File: src/rtl/aes_soc_pkg.sv
// Shared constants and encodings for the PicoRV32 / SRAM / AES AXI4-Lite interconnect.
package aes_soc_pkg;

  localparam int          DEF_ADDR_W    = 32;
  localparam int          DEF_DATA_W    = 32;
  localparam logic [31:0] DEF_SRAM_BASE = 32'h0000_0000;
  localparam logic [31:0] DEF_SRAM_SIZE = 32'h0000_0800;
  localparam logic [31:0] DEF_AES_BASE  = 32'h1000_0000;
  localparam logic [31:0] DEF_AES_SIZE  = 32'h0000_0100;

  typedef enum logic [1:0] {
    SEL_SRAM = 2'd0,
    SEL_AES  = 2'd1,
    SEL_ERR  = 2'd2
  } sel_e;

  typedef enum logic [1:0] {
    W_IDLE = 2'd0,
    W_FWD  = 2'd1,
    W_RESP = 2'd2
  } w_state_e;

  typedef enum logic [1:0] {
    R_IDLE = 2'd0,
    R_FWD  = 2'd1,
    R_RESP = 2'd2
  } r_state_e;

endpackage

File: src/rtl/axi_addr_decode.sv
// Combinational address window decode; SRAM takes priority when windows overlap.
module axi_addr_decode
  import aes_soc_pkg::*;
#(
  parameter int                ADDR_W    = DEF_ADDR_W,
  parameter logic [ADDR_W-1:0] SRAM_BASE = ADDR_W'(DEF_SRAM_BASE),
  parameter logic [ADDR_W-1:0] SRAM_SIZE = ADDR_W'(DEF_SRAM_SIZE),
  parameter logic [ADDR_W-1:0] AES_BASE  = ADDR_W'(DEF_AES_BASE),
  parameter logic [ADDR_W-1:0] AES_SIZE  = ADDR_W'(DEF_AES_SIZE)
) (
  input  logic [ADDR_W-1:0] addr,
  output sel_e              sel
);

  logic hit_sram;
  logic hit_aes;

  assign hit_sram = (addr & ~(SRAM_SIZE - ADDR_W'(1))) == SRAM_BASE;
  assign hit_aes  = (addr & ~(AES_SIZE - ADDR_W'(1))) == AES_BASE;

  always_comb begin
    sel = SEL_ERR;
    if (hit_sram)     sel = SEL_SRAM;
    else if (hit_aes) sel = SEL_AES;
  end

endmodule

File: src/rtl/axi_lite_addr_router.sv
// 1-master / 2-slave AXI4-Lite router: SRAM and AES windows, unmapped accesses answered locally.
//  state  | meaning
//  W_IDLE | no write in flight; AW decoded into sel_w when valid
//  W_FWD  | forwarding AW and W to the selected slave until both handshakes are done
//  W_RESP | passing B back; unmapped writes answer immediately
//  R_IDLE | no read in flight; AR decoded into sel_r when valid
//  R_FWD  | forwarding AR to the selected slave
//  R_RESP | passing R back; unmapped reads return zero data
module axi_lite_addr_router
  import aes_soc_pkg::*;
#(
  parameter int                ADDR_W    = DEF_ADDR_W,
  parameter int                DATA_W    = DEF_DATA_W,
  parameter logic [ADDR_W-1:0] SRAM_BASE = ADDR_W'(DEF_SRAM_BASE),
  parameter logic [ADDR_W-1:0] SRAM_SIZE = ADDR_W'(DEF_SRAM_SIZE),
  parameter logic [ADDR_W-1:0] AES_BASE  = ADDR_W'(DEF_AES_BASE),
  parameter logic [ADDR_W-1:0] AES_SIZE  = ADDR_W'(DEF_AES_SIZE)
) (
  input  logic                clk,
  input  logic                reset,
  input  logic                m_awvalid,
  output logic                m_awready,
  input  logic [ADDR_W-1:0]   m_awaddr,
  input  logic [2:0]          m_awprot,
  input  logic                m_wvalid,
  output logic                m_wready,
  input  logic [DATA_W-1:0]   m_wdata,
  input  logic [DATA_W/8-1:0] m_wstrb,
  output logic                m_bvalid,
  input  logic                m_bready,
  input  logic                m_arvalid,
  output logic                m_arready,
  input  logic [ADDR_W-1:0]   m_araddr,
  input  logic [2:0]          m_arprot,
  output logic                m_rvalid,
  input  logic                m_rready,
  output logic [DATA_W-1:0]   m_rdata,
  output logic                sram_awvalid,
  input  logic                sram_awready,
  output logic [ADDR_W-1:0]   sram_awaddr,
  output logic [2:0]          sram_awprot,
  output logic                sram_wvalid,
  input  logic                sram_wready,
  output logic [DATA_W-1:0]   sram_wdata,
  output logic [DATA_W/8-1:0] sram_wstrb,
  input  logic                sram_bvalid,
  output logic                sram_bready,
  output logic                sram_arvalid,
  input  logic                sram_arready,
  output logic [ADDR_W-1:0]   sram_araddr,
  output logic [2:0]          sram_arprot,
  input  logic                sram_rvalid,
  output logic                sram_rready,
  input  logic [DATA_W-1:0]   sram_rdata,
  output logic                aes_awvalid,
  input  logic                aes_awready,
  output logic [ADDR_W-1:0]   aes_awaddr,
  output logic [2:0]          aes_awprot,
  output logic                aes_wvalid,
  input  logic                aes_wready,
  output logic [DATA_W-1:0]   aes_wdata,
  output logic [DATA_W/8-1:0] aes_wstrb,
  input  logic                aes_bvalid,
  output logic                aes_bready,
  output logic                aes_arvalid,
  input  logic                aes_arready,
  output logic [ADDR_W-1:0]   aes_araddr,
  output logic [2:0]          aes_arprot,
  input  logic                aes_rvalid,
  output logic                aes_rready,
  input  logic [DATA_W-1:0]   aes_rdata,
  output logic                sram_sel_aw,
  output logic                aes_sel_aw,
  output logic                dec_err
);

  w_state_e w_state, w_state_nxt;
  r_state_e r_state, r_state_nxt;
  sel_e     aw_dec_sel, ar_dec_sel;
  sel_e     sel_w, sel_w_nxt, sel_r, sel_r_nxt;
  logic     aw_done, aw_done_nxt, w_done, w_done_nxt;
  logic     fwd_awvalid, fwd_wvalid, fwd_bready, fwd_arvalid, fwd_rready;
  logic     tgt_awready, tgt_wready, tgt_bvalid, tgt_arready, tgt_rvalid;
  logic [DATA_W-1:0] tgt_rdata;
  logic     aw_err_hs, ar_err_hs;

  axi_addr_decode #(
    .ADDR_W(ADDR_W), .SRAM_BASE(SRAM_BASE), .SRAM_SIZE(SRAM_SIZE),
    .AES_BASE(AES_BASE), .AES_SIZE(AES_SIZE)
  ) u_aw_dec (.addr(m_awaddr), .sel(aw_dec_sel));

  axi_addr_decode #(
    .ADDR_W(ADDR_W), .SRAM_BASE(SRAM_BASE), .SRAM_SIZE(SRAM_SIZE),
    .AES_BASE(AES_BASE), .AES_SIZE(AES_SIZE)
  ) u_ar_dec (.addr(m_araddr), .sel(ar_dec_sel));

  always_ff @(posedge clk or posedge reset) begin
    if (reset) begin
      w_state <= W_IDLE;
      r_state <= R_IDLE;
      sel_w   <= SEL_ERR;
      sel_r   <= SEL_ERR;
      aw_done <= 1'b0;
      w_done  <= 1'b0;
    end else begin
      w_state <= w_state_nxt;
      r_state <= r_state_nxt;
      sel_w   <= sel_w_nxt;
      sel_r   <= sel_r_nxt;
      aw_done <= aw_done_nxt;
      w_done  <= w_done_nxt;
    end
  end

  // Slave-side readys/valids of the currently selected target; zero when unmapped.
  always_comb begin
    tgt_awready = 1'b0;
    tgt_wready  = 1'b0;
    tgt_bvalid  = 1'b0;
    if (sel_w == SEL_SRAM) begin
      tgt_awready = sram_awready;
      tgt_wready  = sram_wready;
      tgt_bvalid  = sram_bvalid;
    end else if (sel_w == SEL_AES) begin
      tgt_awready = aes_awready;
      tgt_wready  = aes_wready;
      tgt_bvalid  = aes_bvalid;
    end
    tgt_arready = 1'b0;
    tgt_rvalid  = 1'b0;
    tgt_rdata   = '0;
    if (sel_r == SEL_SRAM) begin
      tgt_arready = sram_arready;
      tgt_rvalid  = sram_rvalid;
      tgt_rdata   = sram_rdata;
    end else if (sel_r == SEL_AES) begin
      tgt_arready = aes_arready;
      tgt_rvalid  = aes_rvalid;
      tgt_rdata   = aes_rdata;
    end
  end

  always_comb begin
    w_state_nxt = w_state;
    sel_w_nxt   = sel_w;
    aw_done_nxt = aw_done;
    w_done_nxt  = w_done;
    fwd_awvalid = 1'b0;
    fwd_wvalid  = 1'b0;
    fwd_bready  = 1'b0;
    m_awready   = 1'b0;
    m_wready    = 1'b0;
    m_bvalid    = 1'b0;
    aw_err_hs   = 1'b0;
    case (w_state)
      W_IDLE: begin
        if (m_awvalid) begin
          sel_w_nxt   = aw_dec_sel;
          w_state_nxt = W_FWD;
        end
      end
      W_FWD: begin
        fwd_awvalid = m_awvalid & ~aw_done;
        fwd_wvalid  = m_wvalid & ~w_done;
        if (sel_w == SEL_ERR) begin
          m_awready = ~aw_done;
          m_wready  = ~w_done;
        end else begin
          m_awready = tgt_awready & ~aw_done;
          m_wready  = tgt_wready & ~w_done;
        end
        aw_done_nxt = aw_done | (m_awvalid & m_awready);
        w_done_nxt  = w_done | (m_wvalid & m_wready);
        aw_err_hs   = (sel_w == SEL_ERR) & m_awvalid & m_awready;
        if (aw_done_nxt && w_done_nxt) w_state_nxt = W_RESP;
      end
      W_RESP: begin
        fwd_bready = m_bready;
        m_bvalid   = (sel_w == SEL_ERR) ? 1'b1 : tgt_bvalid;
        if (m_bvalid && m_bready) begin
          w_state_nxt = W_IDLE;
          aw_done_nxt = 1'b0;
          w_done_nxt  = 1'b0;
        end
      end
      default: w_state_nxt = W_IDLE;
    endcase
  end

  always_comb begin
    r_state_nxt = r_state;
    sel_r_nxt   = sel_r;
    fwd_arvalid = 1'b0;
    fwd_rready  = 1'b0;
    m_arready   = 1'b0;
    m_rvalid    = 1'b0;
    m_rdata     = '0;
    ar_err_hs   = 1'b0;
    case (r_state)
      R_IDLE: begin
        if (m_arvalid) begin
          sel_r_nxt   = ar_dec_sel;
          r_state_nxt = R_FWD;
        end
      end
      R_FWD: begin
        fwd_arvalid = m_arvalid;
        m_arready   = (sel_r == SEL_ERR) ? 1'b1 : tgt_arready;
        ar_err_hs   = (sel_r == SEL_ERR) & m_arvalid;
        if (m_arvalid && m_arready) r_state_nxt = R_RESP;
      end
      R_RESP: begin
        fwd_rready = m_rready;
        m_rvalid   = (sel_r == SEL_ERR) ? 1'b1 : tgt_rvalid;
        m_rdata    = tgt_rdata;
        if (m_rvalid && m_rready) r_state_nxt = R_IDLE;
      end
      default: r_state_nxt = R_IDLE;
    endcase
  end

  assign sram_awvalid = fwd_awvalid & (sel_w == SEL_SRAM);
  assign sram_wvalid  = fwd_wvalid  & (sel_w == SEL_SRAM);
  assign sram_bready  = fwd_bready  & (sel_w == SEL_SRAM);
  assign sram_arvalid = fwd_arvalid & (sel_r == SEL_SRAM);
  assign sram_rready  = fwd_rready  & (sel_r == SEL_SRAM);
  assign aes_awvalid  = fwd_awvalid & (sel_w == SEL_AES);
  assign aes_wvalid   = fwd_wvalid  & (sel_w == SEL_AES);
  assign aes_bready   = fwd_bready  & (sel_w == SEL_AES);
  assign aes_arvalid  = fwd_arvalid & (sel_r == SEL_AES);
  assign aes_rready   = fwd_rready  & (sel_r == SEL_AES);

  assign sram_awaddr = m_awaddr;
  assign sram_awprot = m_awprot;
  assign sram_wdata  = m_wdata;
  assign sram_wstrb  = m_wstrb;
  assign sram_araddr = m_araddr;
  assign sram_arprot = m_arprot;
  assign aes_awaddr  = m_awaddr;
  assign aes_awprot  = m_awprot;
  assign aes_wdata   = m_wdata;
  assign aes_wstrb   = m_wstrb;
  assign aes_araddr  = m_araddr;
  assign aes_arprot  = m_arprot;

  assign sram_sel_aw = (w_state != W_IDLE) & (sel_w == SEL_SRAM);
  assign aes_sel_aw  = (w_state != W_IDLE) & (sel_w == SEL_AES);
  assign dec_err     = aw_err_hs | ar_err_hs;

endmodule

File: config.mk
export PLATFORM = sky130hd
export DESIGN_NAME = axi_lite_addr_router
export DESIGN_NICKNAME = d
export VERILOG_FILES = /design/src/rtl/aes_soc_pkg.sv /design/src/rtl/axi_addr_decode.sv /design/src/rtl/axi_lite_addr_router.sv
export SDC_FILE = /design/constraint.sdc
export NUM_CORES = 1
export LEC_CHECK = 0
export BUFFER_PORTS_ARGS = -buffer_cell sky130_fd_sc_hd__buf_4
export CAP_MARGIN = 40
export CORE_AREA = 2 2 174 176
export CTS_BUF_LIST = sky130_fd_sc_hd__clkbuf_2
export CTS_CLUSTER_DIAMETER = 60
export CTS_CLUSTER_SIZE = 24
export DETAILED_ROUTE_END_ITERATION = 6
export DIE_AREA = 0 0 176 178
export PLACE_DENSITY = 0.43
export RECOVER_POWER = 25
export SLEW_MARGIN = 20
export SYNTH_ARGS = -nofsm -noshare
export SYNTH_HDL_FRONTEND = slang
export SYNTH_HIERARCHICAL = 1
export SYNTH_SLANG_ARGS = --single-unit
File: constraint.sdc
create_clock -name clk -period 1.4 [get_ports clk]
set_clock_uncertainty 0.05 [all_clocks]
set_input_delay 0.21 -clock clk [delete_from_list [all_inputs] [get_ports clk]]
set_output_delay 0.21 -clock clk [all_outputs]
set_load 0.03 [all_outputs]
**Yosys cells after proc, flatten, opt, wreduce, memory -nomap -nowiden**

Cells that the tools add are included.

- Register bits: 10
- Input port bits: 187
- Output and inout bits: 262
- Word-level logic and storage cells: 112

- Eq/ne operators: 16
- Muxes and demuxes: 47
- Bitwise operators: 26
- Reduce and logical (&&, ||, !) cells: 17

Operators with widths:

| operator | count |
|---|---|
| 32-bit two-way mux | 3 |
| 32-bit zero test | 2 |
| 24-bit by 21-bit == test with 1-bit output, second input constant | 2 |
| 1-bit two-way mux | 30 |
| 1-bit AND | 21 |
| 2-bit two-way mux | 10 |
| 2-bit != test, second input constant | 6 |
| 2-bit one-hot mux with 3 select lines | 2 |
| 2-bit by 1-bit == test with 1-bit output, second input constant | 4 |
| 2-bit == test, second input constant | 4 |
| 2-bit zero test | 4 |
| 2-bit AND reduction | 3 |
| 3-bit AND reduction | 2 |
| 1-bit logical AND | 4 |
| 1-bit one-hot mux with 2 select lines | 2 |
| 2-bit nonzero test | 2 |
| 1-bit bitwise OR | 3 |
| 1-bit NOT | 2 |

**Depth between registers and ports, before layout**

Gate-level depths: netlist of run 1.

- Depth in word-level cells: 11
- Depth in mapped cells: 5
- Mapped depth without buffers: 5

**By module**

The synthesis of run 1 kept the hierarchy.

Modules (own cells, without submodules):

| module | instances | cells each | area each (sq um) | sequential area each (sq um) |
|---|---|---|---|---|
| axi_lite_addr_router | 1 | 379 | 2819.0 | 252.7 |
| axi_addr_decode | 2 | 12 | 85.1 | 0.0 |

**Worst setup path before layout of run 1**

Ideal clock, no wire load.

- Path type: reg-to-output
- Start: register sel_w[0]
- End: output port aes_bready
- Arrival time: 1.744 ns
- Required time: 1.140 ns
- Setup slack: -0.604 ns
- Stages on the path, launching flop included: 4
- Path buffers: 2
- Cells stage by stage: dfrtp_1 buf_2 clkbuf_1 nor4b_1

- Cells in the longest elaborated chain, start to end: 2

RTL lines:

| element | line | RTL |
|---|---|---|
| start, declared | axi_lite_addr_router.sv:80 | `sel_e sel_w, sel_w_nxt, sel_r, sel_r_nxt;` |
| start signal, assigned | axi_lite_addr_router.sv:108 | `sel_w <= sel_w_nxt;` |
| 2-bit by 1-bit == test with 1-bit output | axi_lite_addr_router.sv:229 | `assign aes_bready = fwd_bready & (sel_w == SEL_AES);` |
| 1-bit AND | axi_lite_addr_router.sv:229 |  |
| end, declared | axi_lite_addr_router.sv:64 | `output logic aes_bready,` |

No other way between the ends.

**Worst setup path in the final report of run 1**

- Start: register sel_r[1]
- End: output port m_rdata[18]

- Cells in the longest elaborated chain, start to end: 4
- Elaborated cells between the ends (all ways): 5
- Classes of those cells: eq/ne: 1; mux: 3; reduce/logical: 1

RTL lines:

| element | line | RTL |
|---|---|---|
| start, declared | axi_lite_addr_router.sv:80 |  |
| start signal, assigned | axi_lite_addr_router.sv:109 | `sel_r <= sel_r_nxt;` |
| 2-bit by 1-bit == test with 1-bit output | axi_lite_addr_router.sv:136 | `end else if (sel_r == SEL_AES) begin` |
| 32-bit two-way mux | axi_lite_addr_router.sv:136 |  |
| 32-bit two-way mux (*) | axi_lite_addr_router.sv:132 | `if (sel_r == SEL_SRAM) begin` |
| 32-bit two-way mux (*) | axi_lite_addr_router.sv:199 | `case (r_state)` |
| end, declared | axi_lite_addr_router.sv:37 | `output logic [DATA_W-1:0] m_rdata,` |

Mark *: on every way between the ends. The rest lies on a longest branch, timed or not.

==> results of run 1 <==
[layout make-up]
type	instances	share of cell area
timing repair buffer	376	0.571
tap	390	0.0879
antenna	1	0.000451
multi-input combinational	162	0.286
inverter	8	0.00541
clock buffer	3	0.00270
sequential	10	0.0464
clock inverter	1	0.000676
[worst register-to-register path, cell delays in order (launching register included)]
cell and delay (ps):
dfstp_2 580, buf_4 140, o21ba_4 150, a31oi_4 40
buf_4 140, buf_4 120, nor2b_1 120, o22ai_1 100
[cells in the mapped netlist]
cell	instances
a21oi_1	4
a2bb2oi_1	1
a31oi_1	1
buf_2	6
buf_4	212
buf_6	4
clkbuf_1	1
dfrtp_1	8
dfstp_2	2
inv_1	8
mux2_2	3
mux2i_1	32
nand2_1	13
nand2b_1	2
nand3_1	2
nand3b_1	1
nand4_1	1
nand4b_1	2
nor2_1	46
nor2b_1	5
nor3_1	10
nor3b_1	5
nor4_1	7
nor4_2	6
nor4b_1	1
o21a_1	2
o21ai_0	8
o21ai_1	2
o21ba_2	1
o22ai_1	2
o311ai_0	1
or3_1	2
or3b_1	1
or4_1	1
[timing repair]
item / CTS / global route
hold endpoints to repair: 8 / 0
setup endpoints to repair: 57 / 56
cloned: 2 / 2
pin swaps: 13 / 11
buffers inserted: 9 / 7
resized for setup: 79 / 30
hold buffers: 1 / 0
[sequential cells by signal (all words and copies together) (netlist names)]
| register | cells |
|---|---|
| aw_done | 1 |
| sel_w | 2 |
| r_state | 2 |
| w_state | 2 |
| w_done | 1 |
| sel_r | 2 |
[metrics by stage]
stage | TNS [ps] | setup slack (ps) | std cells | utilization | instance area [um2]
final | -21600 | -498 | 951 | 0.189 | 5550
after global routing | -25920 | -604 | 951 | 0.189 | 5550
after CTS | -23710 | -551 | 946 | 0.184 | 5420
after detailed placement | -9010 | -349 | 931 | 0.169 | 4950
after global placement | -8980 | -307 | 931 | 0.169 | 4950
after floorplan | -6170 | -164 | 403 | - | 3380
[cell families (layout without fill, tap and decap cells)]
| group | after synthesis | after routing | synth area share |
|---|---|---|---|
| AOI/OAI and AO/OA | 22 | 22 | 0.0440 |
| other | 0 | 1 | 0 |
| buffers and inverters | 231 | 388 | 0.569 |
| DFF | 10 | 10 | 0.0846 |
| muxes | 35 | 35 | 0.118 |
| and+or+nand+nor | 105 | 105 | 0.184 |
[per-layer routing]
layer  wire length [um]  vias to the layer above
li1                   -                     1416
met1               4500                     1291
met2               6220                      200
met3               1360                       33
met4                493                        2
met5                 52                        -
[worst paths after layout]
check                                       startpoint                      to  cells after the start
worst max-delay path              sel_r[1]$_DFFE_PP1P_             m_rdata[18]                      5
worst min-delay path                         m_arvalid  r_state[0]$_DFFE_PP0P_                      3
worst max register to register    sel_w[1]$_DFFE_PP1P_  w_state[1]$_DFFE_PP0P_                      7
worst min register to register  r_state[0]$_DFFE_PP0P_  r_state[1]$_DFFE_PP0P_                      2
max in group asynchronous                        reset    sel_r[0]$_DFFE_PP0P_                      3
min in group asynchronous                        reset    sel_w[0]$_DFFE_PP0P_                      3
[where the power goes]
group          switching [mW]  total, mW  leakage (nW)  internal, mW
clock                   0.118      0.180        0.0140        0.0621
sequential             0.0406      0.408         0.118         0.368
combinational            1.21       2.26          2.33          1.05
==> flow_summary.json, run 1 <==
{
  "status": "complete, but fails checks",
  "violations": "negative setup slack",
  "finalWirelength_mm": 12.6,
  "fp.dieH_um": 178,
  "max-slew-margin-rel": 0.682,
  "antenna_found_initial": 1,
  "ir_drop_mv": 0.260,
  "critical_path.top_delay_family": "simple AND/OR/NAND/NOR gates",
  "rows": 63,
  "synthesis.area_um2": 2990,
  "grt-ovfl-total": 0,
  "worst_slack_ps": -498,
  "vias_per_cell": 3.09,
  "wl_per_cell_um": 13.3,
  "synth-seq-cells": 10,
  "grt_setup_unrepaired": "true",
  "root_buffer": "clkbuf_2",
  "area_growth_pct": 85.8,
  "slew_violations": 0,
  "core_area_um2": 29400,
  "synth.top_cell.area_share": 0.532,
  "fillerInstances": 3283,
  "ys_top_cells_by_area": "buf_4 (53%), mux2i_1 (11%), dfrtp_1 (6.7%)",
  "min_path_type": "input pin to register",
  "gr-usage-met3": 0.0303,
  "crit_buf_inv": 3,
  "initial_core_util": 0.102,
  "seq_area_um2": 258,
  "multi_input_area_um2": 1590,
  "grt_busiest_layer": "met2",
  "leakage_nw": 2.46,
  "tritoncts": "built",
  "drive_above_1_share": 0.836,
  "vias": 2942,
  "critPathMaxStageDelay_ps": 420,
  "cts_sinks": 10,
  "gp_congestion": 0.761,
  "hold_violations": 0,
  "fmax_ghz": 0.527,
  "grt_pass1_vias": 3012,
  "worst-setup-path-type": "register to output port",
  "crit_arrival_ps": 1640,
  "nNetsFinal": 748,
  "path_cells": "or3b_4, buf_12, buf_12, nor2_4, buf_6",
  "insertion_delay_ps": 260,
  "synth_cells": 403,
  "ys_warn_count": 6,
  "die_area_um2": 31300,
  "drt_first_pass_iters": 4,
  "detail-route-antenna-nets": 0,
  "synth.distinct_cells": 34,
  "total_power_mw": 2.85,
  "cts_buffers": 3,
  "cp-start-kind": "register",
  "r2r_setup_slack_ps": -160,
  "cp.required_ps": 1140,
  "yosysTopAreaCell": "buf_4",
  "finalSetupViolCount": 54,
  "drc": 0,
  "crit_path_end_kind": "output port",
  "grt_max_degree": 21,
  "cpMaxStageDelayCell": "dfstp_2",
  "cp_max_fo": 6,
  "maxCapViolations": 0,
  "cts.path.max_buffers": 2,
  "post_synth.cell_area_avg_um2": 7.42,
  "gr-usage-all-layers": 0.0729,
  "critPathMostFrequentCell": "buf_12",
  "drt_iter0_drc": 63,
  "die_w_um": 176,
  "final_common_cell": "buf_4",
  "worst_pin_slew_ps": 476,
  "use_met2": 0.121,
  "syn_nets": 590,
  "period_needed_ps": 1900,
  "gr-usage-met1": 0.0795,
  "hold-worst-slack_ps": 236,
  "dp_hpwl_mm": 10.7,
  "ys_seq_area_frac": 0.0846,
  "io_buffers": 274,
  "finalCritPeriodShare": 1.36,
  "ios": 449,
  "path_clk_slew_ps": 120,
  "power_density_nw_per_um2": 513,
  "grt_first_pass_wirelength_mm": 17.3,
  "htreeDepth": 1,
  "layout_common_cells": "buf_4 (310), buf_6 (53), nor2_4 (34), mux2i_1 (20), nand2_1 (12)"
}
(Power assumes the default switching activity.)
==> run 2, diff against run 1 <==
- BUFFER_PORTS_ARGS: -buffer_cell sky130_fd_sc_hd__buf_4 -> -buffer_cell sky130_fd_sc_hd__buf_2
- CTS_CLUSTER_DIAMETER: 60 -> default
==> flow_summary.json, run 2 (synthesis results as in run 1) <==
{
  "status": "complete, but fails checks",
  "violations": "negative setup slack",
  "ir_drop_mv": 0.248,
  "die_w_um": 176,
  "worst-setup-path-type": "register to output port",
  "cp-start-kind": "register",
  "r2r_setup_slack_ps": -130,
  "antenna_found_initial": 1,
  "drt_first_pass_iters": 4,
  "crit_arrival_ps": 1640,
  "tritoncts": "built",
  "wl_per_cell_um": 12.7,
  "grt_max_degree": 29,
  "dp.cells": 925,
  "critPathMaxStageDelay_ps": 490,
  "maxCapViolations": 0,
  "final.setup.tns_ps": -21200,
  "drc": 0,
  "r2r_cells": 5,
  "max-slew-margin-rel": 0.658,
  "cpMaxStageDelayCell": "or3b_4",
  "stdcell_count": 944,
  "htreeDepth": 1,
  "slew_violations": 0,
  "grt_first_pass_wirelength_mm": 15.7,
  "finalCritPeriodShare": 1.36,
  "power_frac_seq": 0.152,
  "grt_setup_unrepaired": "true",
  "layout_common_cells": "buf_2 (224), buf_4 (78), buf_6 (58), nor2_4 (34), mux2i_1 (32)",
  "gp_congestion": 0.759,
  "drt_iter0_drc": 89,
  "critical_path.top_delay_family": "simple AND/OR/NAND/NOR gates",
  "comb_power_share": 0.783,
  "worst_pin_slew_ps": 512,
  "vias_per_cell": 3.16,
  "vias": 2986,
  "ios": 449,
  "root_buffer": "clkbuf_2",
  "final_common_cell": "buf_2",
  "r2r_end": "w_state[0]$_DFFE_PP0P_",
  "leakage_nw": 2.20,
  "r2r-start": "sel_w[1]$_DFFE_PP1P_",
  "fmax_ghz": 0.525,
  "insertion_delay_ps": 270,
  "worstSetupPathDepth": 4,
  "cp.required_ps": 1140,
  "worst_slack_ps": -503,
  "gr-usage-all-layers": 0.0672,
  "cts.path.max_buffers": 2,
  "cts_sinks": 10,
  "power_switching_share": 0.504,
  "initial_core_util": 0.102,
  "dp_hpwl_mm": 10.1,
  "area_growth_pct": 62.9,
  "core_area_um2": 29400,
  "cts_buffers": 3,
  "crit_path_end_kind": "output port",
  "path_cells": "or3b_4, buf_12, nor2_2, buf_6",
  "pwr-share-clk": 0.065,
  "grt-ovfl-total": 0,
  "fp.dieH_um": 178,
  "detail-route-antenna-nets": 0,
  "total_power_mw": 2.72,
  "crit_buf_inv": 2,
  "crit_path_start": "sel_r[1]$_DFFE_PP1P_",
  "rows": 63,
  "grt_pass1_vias": 2788,
  "p_int_mw": 1.35,
  "path_clk_slew_ps": 120,
  "p_sw_mw": 1.37,
  "final_area_um2": 4870,
  "die_area_um2": 31300,
  "nNetsFinal": 741,
  "period_needed_ps": 1900,
  "hold_violations": 0,
  "dpl_cell_area_um2": 4220,
  "finalSetupViolCount": 54,
  "worstSetupEndpoint": "m_rdata[31]",
  "drive_above_1_share": 0.828,
  "power_density_nw_per_um2": 558,
  "io_buffers": 274,
  "min_path_type": "input pin to register",
  "cp_max_fo": 10,
  "finalWirelength_mm": 12.0
}
run 2: worst min-delay path, cell delays in order:
cell     delay (ps)
buf_2           100
nor2b_2         130
o22ai_1         100
run 2: area by class of cell:
cell class,instances,area (um2)
Clock buffer,3,15.0
Sequential cell,10,255
Clock inverter,1,3.75
Multi-Input combinational cell,162,1540
Inverter,8,30.0
Timing Repair Buffer,369,2540
Fill cell,3315,24500
Tap cell,390,488
Antenna cell,1,2.50
run 2: how the worst min path moves through the flow:
stage	start	depth (start not counted)	endpoint	slack (ps)
after floorplan	reset	1	aw_done$_DFFE_PP0P_	-1
after CTS	m_bready	3	w_state[1]$_DFFE_PP0P_	190
after detailed placement	reset	2	r_state[0]$_DFFE_PP0P_	220
final	m_bready	3	w_state[1]$_DFFE_PP0P_	250
after global placement	reset	2	r_state[0]$_DFFE_PP0P_	230
after global routing	m_bready	3	w_state[1]$_DFFE_PP0P_	210
run 2: power by group through the flow:
stage | clock network, mW | logic [mW] | registers, mW
CTS | 0.201 | 2.08 | 0.414
finish | 0.177 | 2.13 | 0.413
detailed placement | 0 | 1.94 | 0.415
floorplan | 0 | 1.72 | 0.480
global route | 0.220 | 2.28 | 0.425
global placement | 0 | 1.95 | 0.417
run 2: stage by stage:
step | setup slack [ps] | hold WS, ps | utilization
final | -503 | 247 | 0.166
after detailed placement | -406 | 220 | 0.144
after CTS | -587 | 187 | 0.160
after floorplan | -164 | -1.32 | -
after global placement | -376 | 228 | 0.144
after global routing | -626 | 208 | 0.166
run 2: per-layer routing:
metal	share of wire	global-route usage
met1	0.34	0.0685
met2	0.49	0.113
met3	0.11	0.0296
met4	0.046	0.0406
met5	0.0043	0.0128
run 2: repair_timing:
| action | 4_1_cts | 5_1_grt |
|---|---|---|
| endpoints found under the hold margin | 8 | 0 |
| hold buffers | 1 | 0 |
| gates cloned | 1 | 2 |
| setup endpoints to repair | 55 | 56 |
| resized for setup | 122 | 28 |
| setup buffers | 4 | 7 |
| pin swaps | 10 | 15 |
==> run 3, diff against run 2 <==
- CTS_BUF_LIST: sky130_fd_sc_hd__clkbuf_2 -> sky130_fd_sc_hd__clkbuf_4 sky130_fd_sc_hd__clkbuf_8 sky130_fd_sc_hd__clkbuf_16
==> flow_summary.json, run 3 (synthesis results as in run 1) <==
{
  "rows": 63,
  "dp_hpwl_mm": 10.1,
  "power_density_nw_per_um2": 635,
  "drive_above_1_share": 0.836,
  "path_clk_slew_ps": 40,
  "initial_core_util": 0.102,
  "crit_buf_inv": 2,
  "power_frac_seq": 0.131,
  "fp.dieH_um": 178,
  "cts_buffers": 3,
  "period_needed_ps": 1850,
  "worst_slack_ps": -451,
  "grt_first_pass_wirelength_mm": 15.5,
  "crit_path_end_kind": "output port",
  "vias_per_cell": 3.17,
  "wl_per_cell_um": 12.6,
  "grt-ovfl-total": 0,
  "detail-route-antenna-nets": 0,
  "cpMaxStageDelayCell": "or3b_4",
  "fillerInstances": 3281,
  "gr-usage-all-layers": 0.0664,
  "ios": 449,
  "die_area_um2": 31300,
  "gp_congestion": 0.759,
  "drc": 0,
  "finalSetupViolCount": 54,
  "nNetsFinal": 744,
  "cp-start-kind": "register",
  "io_buffers": 274,
  "violations": "negative setup slack",
  "antenna_found_initial": 0,
  "drt_iter0_drc": 101,
  "drt_first_pass_iters": 4,
  "layout_common_cells": "buf_2 (224), buf_4 (76), buf_6 (62), nor2_4 (37), mux2i_1 (32)",
  "stdcell_count": 946,
  "insertion_delay_ps": 240,
  "hold-worst-slack_ps": 348,
  "grt_max_degree": 29,
  "comb_power_share": 0.691,
  "p_int_mw": 1.78,
  "min_path_type": "input pin to register",
  "leakage_nw": 2.28,
  "grt_setup_unrepaired": "true",
  "ir_drop_mv": 0.349,
  "root_buffer": "clkbuf_16",
  "max-slew-margin-rel": 0.654,
  "htreeDepth": 1,
  "dp_slack_ps": -406,
  "worst_pin_slew_ps": 518,
  "slew_violations": 0,
  "p_sw_mw": 1.43,
  "status": "complete, but fails checks",
  "cts.path.max_buffers": 2,
  "pwr-share-clk": 0.178,
  "crit_arrival_ps": 1590,
  "cp_max_fo": 10,
  "worst-setup-path-type": "register to output port",
  "fmax_ghz": 0.540,
  "final_common_cell": "buf_2",
  "finalCritPeriodShare": 1.32,
  "maxCapViolations": 0,
  "dp.cells": 925,
  "hold_violations": 0,
  "tritoncts": "built",
  "critPathMaxStageDelay_ps": 500,
  "vias": 2999,
  "n_antenna_cell": 0,
  "power_switching_share": 0.445,
  "cts_sinks": 10,
  "grt_pass1_vias": 2733,
  "cp.required_ps": 1140,
  "core_area_um2": 29400,
  "finalWirelength_mm": 11.9,
  "die_w_um": 176,
  "area_growth_pct": 69.0,
  "critical_path.top_delay_family": "simple AND/OR/NAND/NOR gates",
  "utilization": 0.172,
  "path_cells": "or3b_4, clkbuf_16, nor2_4, buf_6"
}
run 3: layout make-up:
cell class | instances | area, um2 | share of cell area
tap | 390 | 488 | 0.0966
timing repair buffer | 372 | 2590 | 0.513
inverter | 8 | 30.0 | 0.00594
multi-input combinational | 162 | 1600 | 0.317
clock buffer | 4 | 88.8 | 0.0176
sequential | 10 | 255 | 0.0505
run 3: metal layers:
layer  global-route usage  share of wire
met5               0.0128         0.0044
met4               0.0372          0.043
met3               0.0294           0.11
met2                0.111           0.49
met1               0.0692           0.35
run 3: final timing paths:
kind / startpoint / end / slack (ps) / depth (start not counted)
hold / removal: m_bready / w_state[1]$_DFFE_PP0P_ / 350 / 3
hold reg to reg: r_state[0]$_DFFE_PP0P_ / r_state[1]$_DFFE_PP0P_ / 610 / 3
min in group asynchronous: reset / r_state[0]$_DFFE_PP0P_ / 530 / 3
max in group asynchronous: reset / w_state[0]$_DFFE_PP0P_ / 400 / 3
setup reg to reg: sel_w[1]$_DFFE_PP1P_ / w_state[0]$_DFFE_PP0P_ / -230 / 7
setup / recovery: r_state[0]$_DFFE_PP0P_ / m_rdata[30] / -450 / 4
run 3: worst reg2reg max path, cell delays in order (launching register included):
cell      delay (ps)
dfstp_2          570
buf_6            120
buf_6             90
nor2_4            30
buf_6            110
o311ai_4         240
o21ai_2          110
o21a_1           200
run 3: what timing repair did:
| action | in CTS | in global routing |
|---|---|---|
| resized for setup | 135 | 30 |
| buffers inserted | 8 | 9 |
| hold buffers | 1 | 0 |
| gates cloned | 0 | 3 |
| hold endpoints to repair | 8 | 0 |
| pin swaps | 17 | 20 |
| endpoints found under the setup margin | 57 | 58 |
run 3: stage by stage:
stage / setup TNS (ps) / cell area [um2] / total power [mW]
final: -19120 / 5050 / 3.21
after global routing: -22710 / 5050 / 3.43
after CTS: -19260 / 4830 / 3.15
after detailed placement: -10210 / 4220 / 2.36
after global placement: -9880 / 4220 / 2.37
after floorplan: -6170 / 3380 / 2.20
run 3: power by group through the flow:
stage	registers, mW	clock network, mW	logic [mW]
floorplan	0.480	0	1.72
global placement	0.417	0	1.95
detailed placement	0.415	0	1.94
CTS	0.417	0.599	2.13
global route	0.430	0.620	2.38
finish	0.419	0.572	2.22
